==> config.mk <==
export PLATFORM = sky130hd
export DESIGN_NAME = epmp_stack_ctrl
export DESIGN_NICKNAME = d
export VERILOG_FILES = /design/src/rtl/epmp_pkg.sv /design/src/rtl/epmp_stack_depth.sv /design/src/rtl/epmp_stack_ctrl.sv
export SDC_FILE = /design/constraint.sdc
export NUM_CORES = 1
export LEC_CHECK = 0
export BUFFER_PORTS_ARGS = -buffer_cell sky130_fd_sc_hd__buf_2
export CAP_MARGIN = 20
export CORE_AREA = 2 2 39 41
export CTS_CLUSTER_DIAMETER = 100
export DETAILED_ROUTE_END_ITERATION = 6
export DIE_AREA = 0 0 41 43
export GPL_TIMING_DRIVEN = 0
export PLACE_DENSITY_LB_ADDON = 0.05
export SLEW_MARGIN = 30
export SYNTH_ARGS = -nofsm -noshare
export SYNTH_HDL_FRONTEND = slang
export SYNTH_HIERARCHICAL = 1
export SYNTH_SLANG_ARGS = --single-unit
export TNS_END_PERCENT = 5
==> constraint.sdc <==
create_clock -name clk -period 5.7 [get_ports clk]
set_input_delay 0.57 -clock clk [delete_from_list [all_inputs] [get_ports clk]]
set_output_delay 0.57 -clock clk [all_outputs]
set_load 0.005 [all_outputs]
==> src/rtl/epmp_pkg.sv <==
// Shared types for the EPMP return-stack controller: FSM states, requester IDs
// and the default stack depth.
package epmp_pkg;

   localparam int DEPTH_DEFAULT = 4;

   typedef enum logic [1:0] {
      ST_IDLE       = 2'd0,
      ST_PUSH_SETUP = 2'd1,
      ST_PUSH       = 2'd2,
      ST_POP        = 2'd3
   } state_e;

   typedef enum logic {
      REQ_SEQ = 1'b0,
      REQ_IRQ = 1'b1
   } req_id_e;

   // Minimum counter width able to hold 0..depth inclusive.
   function automatic int cnt_w_for(input int depth);
      int w;
      w = 1;
      while ((1 << w) <= depth) w++;
      return w;
   endfunction

endpackage

==> src/rtl/epmp_stack_depth.sv <==
// Saturating occupancy counter for the EPMP return stack with sticky Ovf/Udf.
// Optional high-water mark output when STACK_HWM_EN is defined.
module epmp_stack_depth
   import epmp_pkg::*;
#(
   parameter int DEPTH = DEPTH_DEFAULT,
   parameter int CNT_W = 3
) (
   input  logic             clk,
   input  logic             nReset,
   input  logic             do_push,
   input  logic             do_pop,
   input  logic             err_clr,
`ifdef STACK_HWM_EN
   output logic [CNT_W-1:0] hwm,
`endif
   output logic [CNT_W-1:0] depth,
   output logic             full,
   output logic             empty,
   output logic             ovf,
   output logic             udf
);

   localparam logic [CNT_W-1:0] DEPTH_C = CNT_W'(DEPTH);
   localparam logic [CNT_W-1:0] ONE_C   = CNT_W'(1);

   logic [CNT_W-1:0] depth_nxt;
   logic             ovf_set;
   logic             udf_set;

   assign full  = (depth == DEPTH_C);
   assign empty = (depth == '0);

   // A push while full still happens (stack drops its oldest entry), so only
   // the count saturates; a pop while empty never reaches the stack.
   always_comb begin
      depth_nxt = depth;
      ovf_set   = 1'b0;
      udf_set   = 1'b0;
      if (do_push) begin
         if (full) ovf_set = 1'b1;
         else      depth_nxt = depth + ONE_C;
      end else if (do_pop) begin
         if (empty) udf_set = 1'b1;
         else       depth_nxt = depth - ONE_C;
      end
   end

   always_ff @(posedge clk or negedge nReset) begin
      if (!nReset) begin
         depth <= '0;
         ovf   <= 1'b0;
         udf   <= 1'b0;
      end else begin
         depth <= depth_nxt;
         ovf   <= (ovf & ~err_clr) | ovf_set;
         udf   <= (udf & ~err_clr) | udf_set;
      end
   end

`ifdef STACK_HWM_EN
   // Err_Clr restarts tracking from the occupancy as it stands after this cycle.
   always_ff @(posedge clk or negedge nReset) begin
      if (!nReset) begin
         hwm <= '0;
      end else if (err_clr || (depth_nxt > hwm)) begin
         hwm <= depth_nxt;
      end
   end
`endif

endmodule

==> src/rtl/epmp_stack_ctrl.sv <==
// EPMP return-stack sequencer/arbiter: IRQ vs sequencer push/pop, IB strobes.
// Define STACK_HWM_EN to add the Hwm high-water-mark output.
module epmp_stack_ctrl
   import epmp_pkg::*;
#(
   parameter int DEPTH = DEPTH_DEFAULT,
   parameter int CNT_W = 3
) (
   input  logic             clk,
   input  logic             nReset,
   input  logic             Seq_Push_Req,
   input  logic             Seq_Pop_Req,
   input  logic             Irq_Push_Req,
   input  logic             Irq_Pop_Req,
   input  logic             Err_Clr,
   output logic             Seq_Ack,
   output logic             Irq_Ack,
   output logic             Push_Stack,
   output logic             Pop_Stack,
   output logic             Pc_Oe,
   output logic             Pc_Load,
   output logic [CNT_W-1:0] Depth,
   output logic             Full,
   output logic             Empty,
   output logic             Ovf,
`ifdef STACK_HWM_EN
   output logic [CNT_W-1:0] Hwm,
`endif
   output logic             Udf
);

   state_e  state, state_nxt;
   req_id_e gnt, gnt_nxt;

   logic seq_ack_nxt, irq_ack_nxt;
   logic push_nxt, pop_nxt, pc_oe_nxt, pc_load_nxt;

   // Entering POP decides the strobes now; an empty stack still gets an ack
   // but the stack and PC are left alone.
   always_comb begin
      state_nxt   = state;
      gnt_nxt     = gnt;
      seq_ack_nxt = 1'b0;
      irq_ack_nxt = 1'b0;
      push_nxt    = 1'b0;
      pop_nxt     = 1'b0;
      pc_oe_nxt   = 1'b0;
      pc_load_nxt = 1'b0;
      unique case (state)
         ST_IDLE: begin
            if (Irq_Push_Req) begin
               state_nxt = ST_PUSH_SETUP;
               gnt_nxt   = REQ_IRQ;
               pc_oe_nxt = 1'b1;
            end else if (Irq_Pop_Req) begin
               state_nxt   = ST_POP;
               gnt_nxt     = REQ_IRQ;
               irq_ack_nxt = 1'b1;
               pop_nxt     = ~Empty;
               pc_load_nxt = ~Empty;
            end else if (Seq_Push_Req) begin
               state_nxt = ST_PUSH_SETUP;
               gnt_nxt   = REQ_SEQ;
               pc_oe_nxt = 1'b1;
            end else if (Seq_Pop_Req) begin
               state_nxt   = ST_POP;
               gnt_nxt     = REQ_SEQ;
               seq_ack_nxt = 1'b1;
               pop_nxt     = ~Empty;
               pc_load_nxt = ~Empty;
            end
         end
         ST_PUSH_SETUP: begin
            state_nxt   = ST_PUSH;
            pc_oe_nxt   = 1'b1;
            push_nxt    = 1'b1;
            seq_ack_nxt = (gnt == REQ_SEQ);
            irq_ack_nxt = (gnt == REQ_IRQ);
         end
         ST_PUSH: state_nxt = ST_IDLE;
         ST_POP:  state_nxt = ST_IDLE;
         default: state_nxt = ST_IDLE;
      endcase
   end

   always_ff @(posedge clk or negedge nReset) begin
      if (!nReset) begin
         state      <= ST_IDLE;
         gnt        <= REQ_SEQ;
         Seq_Ack    <= 1'b0;
         Irq_Ack    <= 1'b0;
         Push_Stack <= 1'b0;
         Pop_Stack  <= 1'b0;
         Pc_Oe      <= 1'b0;
         Pc_Load    <= 1'b0;
      end else begin
         state      <= state_nxt;
         gnt        <= gnt_nxt;
         Seq_Ack    <= seq_ack_nxt;
         Irq_Ack    <= irq_ack_nxt;
         Push_Stack <= push_nxt;
         Pop_Stack  <= pop_nxt;
         Pc_Oe      <= pc_oe_nxt;
         Pc_Load    <= pc_load_nxt;
      end
   end

   epmp_stack_depth #(
      .DEPTH (DEPTH),
      .CNT_W (CNT_W)
   ) u_depth (
      .clk     (clk),
      .nReset  (nReset),
      .do_push (state == ST_PUSH),
      .do_pop  (state == ST_POP),
      .err_clr (Err_Clr),
`ifdef STACK_HWM_EN
      .hwm     (Hwm),
`endif
      .depth   (Depth),
      .full    (Full),
      .empty   (Empty),
      .ovf     (Ovf),
      .udf     (Udf)
   );

endmodule

==> results by group <==
Status
  • Status: finished clean

Power
  • Psw: about 160 µW
  • P_int: around 250 µW
  • Power share of the clock group: 0.133
  • Sequential cell fraction of total power: 0.436
  • Sw Share: 0.382
  • Leakage power: 0.000377 µW
  • Pwr Density: approximately 540 mW/mm²
  • VDD IR max: between 0.2 and 0.25 mV
  • Combinational power share: 0.430

STA
  • Final cycle utilization of the critical path: 0.366
  • Final hold violation count: 0
  • Final setup fails: 0
  • Setup Total Neg Slack: 0 ps
  • Min cycle time layout: between 2000 and 2500 ps
  • Unrepaired setup endpoints after global routing: false
  • Slew Limit Fails: 0
  • Max Clk Rate: between 0.4 and 0.5 GHz
  • Worst slew margin: 0.755
  • Tightest Pin Transition: approximately 370 ps
  • Final Skew: about 1.3 ps

Synthesis
  • Post-synthesis cell type count: 24
  • Most frequent cells after synthesis: 13 x dfrtp_1, 8 x nor2_1, 6 x o21ai_0
  • Asr flop ratio synth: 1.00
  • Warnings, synthesis: 6
  • Syn avg cell area: between 10 and 15 µm²
  • Area leader, netlist: dfrtp_1
  • EDFF count, synth: 0
  • Post-Syn Area: 618 µm²
  • Top FF cell, synth: dfrtp_1
  • Post-synthesis sequential area ratio: 0.526
  • Syn_nets: 66
  • Synth Register Bits: 13
  • Post-Syn Instances: between 50 and 60
  • Area contributors post-synth: dfrtp_1 53%, o21ai_0 4.9%, nor2_1 4.9%, mux4_2 3.6%, fa_1 3.2%
  • Top cell type's share of synthesized area: 0.526
  • Most frequent cell after synthesis: dfrtp_1

Detailed routing
  • Vias per cell: 5.44
  • WL per Instance: between 10 and 15 µm
  • Via count: 528
  • Initial DRT Pass Iterations: 4
  • DRC errors left: 0
  • DRT Wirelength: between 1 and 1.5 mm
  • DRT iter0 DRCs: 7
  • Post-route ant nets: 0

Setup path
  • Reg2Reg Launch Point: state[0]
  • Reg2reg path depth: 5
  • Crit path from: state[0]
  • Worst Setup EP: u_depth/depth[2]
  • Required time of the critical path: 5840 ps
  • Crit path max-delay family: multiplexers
  • Critical Path Start Type: flip-flop
  • Worst path depth: 5
  • Crit path max fanout: 7
  • WS Path Type: reg -> reg
  • Slowest CP cell: mux4_2
  • CP endpoint kind: flip-flop
  • Reg-to-reg endpoint: u_depth/depth[2]
  • WP buf/inv: 1
  • CP peak stage delay: 480 ps
  • CP cell instances: and2b_2 > inv_1 > fa_1 > nand2b_1 > mux4_2
  • R2R Setup Slk: 3620 ps
  • WP data arrival: ~2200 ps

Clock network
  • CTS tree: built
  • Post-CTS repair timing setup buffer count: 0
  • Post_cts resized: 0
  • Clk_lat worst skew: 270 ps
  • Clk buf depth: 2
  • H-tree level count: 1
  • # hold bufs at CTS: 0
  • CTS sink cnt: 13
  • CTS Buf Count: 3
  • CTS root buf: clkbuf_4
  • CTS clk-pin slew, worst paths: approximately 70 ps

GRT
  • GRT Total Usage: 0.172
  • Antenna violations before repair: 0
  • First-pass GRT wire length: 1.99 mm
  • Largest net degree at the start of global routing: 14
  • GRT overflow: 0
  • Vias in the first global route: between 400 and 500

Final layout
  • Non-Filler Instances: 97
  • Layout area overhead: 22.9%
  • Fill cells: 130
  • Share of layout cells above drive strength 1: 0.333
  • Final nets: 90
  • Antenna diode count: 0

Die
  • Number of cell rows: 14
  • Core box area: approximately 0.0014 mm²
  • I/O pin total: 20
  • DIE AREA: 0.00176 mm²
  • DIE HEIGHT: approximately 43 µm
  • Initial Utilization: 0.447
  • Die extent in x: 41 µm

Run
  • MaxCap Viol Count: 0

Placed design
  • Hpwl dp: about 930 µm
  • I/O Buffers: 19
  • Final GP Congestion: a little over 0.7
  • Dpl cells: 93

Min path
  • Min-Delay Path Class: in -> async
-- power by group through the flow --
stage	Sequential, µW	Clock [µW]	Combinational [µW]
finish	178	54.3	175
global route	187	65.4	200
CTS	178	58.3	178
detailed placement	180	0	178
global placement	178	0	172
floorplan	174	0	114
-- area by class of cell --
| cell class | count | area (µm²) | share of cell area |
|---|---|---|---|
| flip-flops and latches | 13 | 325 | 0.428 |
| multi-input cells | 39 | 267 | 0.351 |
| repair buffers | 19 | 95.1 | 0.125 |
| clock buffers | 4 | 26.3 | 0.0346 |
| well taps | 16 | 20.0 | 0.0264 |
| inverters | 5 | 18.8 | 0.0247 |
| plain buffers | 1 | 7.51 | 0.00988 |
-- sequential cells by signal (all words and copies together) (netlist names) --
name	flops
Irq_Ack	1
Pc_Load	1
Pc_Oe	1
Push_Stack	1
Seq_Ack	1
gnt	1
state	2
u_depth/depth	3
u_depth/ovf	1
u_depth/udf	1
-- cells by family (layout without fill, tap and decap cells) --
| group | Yosys count | count (layout) | synth area share |
|---|---|---|---|
| AND/OR/NAND/NOR | 20 | 20 | 0.178 |
| multiplexers | 1 | 1 | 0.0364 |
| AO/OA/AOI/OAI | 17 | 17 | 0.184 |
| flip-flops | 13 | 13 | 0.526 |
| buffers and inverters | 6 | 29 | 0.0425 |
| adder cells (fa/ha/maj) | 1 | 1 | 0.0324 |
-- how the worst min path moves through the flow --
stage | start | endpoint | slack (ps) | cells past startpoint
after floorplan | nReset | Irq_Ack | 270 | 0
after global placement | nReset | u_depth/depth[2] | 470 | 1
after detailed placement | nReset | u_depth/depth[0] | 470 | 1
after CTS | nReset | u_depth/depth[0] | 170 | 1
after global routing | nReset | u_depth/depth[2] | 170 | 1
final | nReset | u_depth/depth[0] | 170 | 1
-- placed cells by master (no fill, tap or decap) --
cell	Yosys	layout
a211oi_1	1	1
a21o_1	1	1
a21oi_1	3	3
a221oi_1	1	1
a22o_1	1	1
a32o_1	1	1
and2_2	1	1
and2b_2	1	1
buf_2	0	19
buf_4	1	1
clkbuf_1	0	1
clkbuf_4	0	3
dfrtp_1	13	13
fa_1	1	1
inv_1	5	5
mux4_2	1	1
nand2b_1	2	2
nor2_1	8	8
nor2b_1	1	1
nor3_1	3	3
nor3b_1	2	2
o21a_1	1	1
o21ai_0	6	6
o311a_1	1	1
o32ai_1	1	1
or2_4	1	1
or3_1	1	1
-- metal layers --
| metal | track usage | up-vias | wire, µm |
|---|---|---|---|
| met2 | 0.250 | 19 | 633 |
| met5 | 0 | - | 0 |
| met4 | 0.0800 | 0 | 5 |
| met3 | 0.0471 | 2 | 82 |
| li1 | - | 251 | - |
| met1 | 0.231 | 256 | 475 |
-- per-stage QoR --
stage               worst slack (ps)  hold WS, ps  instance area (µm²)  utilization  total power [µW]
global route                    3520          169                  759        0.549               453
global placement                3660          470                  733        0.530               351
detailed placement              3630          473                  733        0.530               357
floorplan                       3770          274                  618            -               288
CTS                             3610          174                  759        0.549               414
finish                          3620          175                  759        0.549               407
Note: power is estimated with default switching activity, not from simulation.
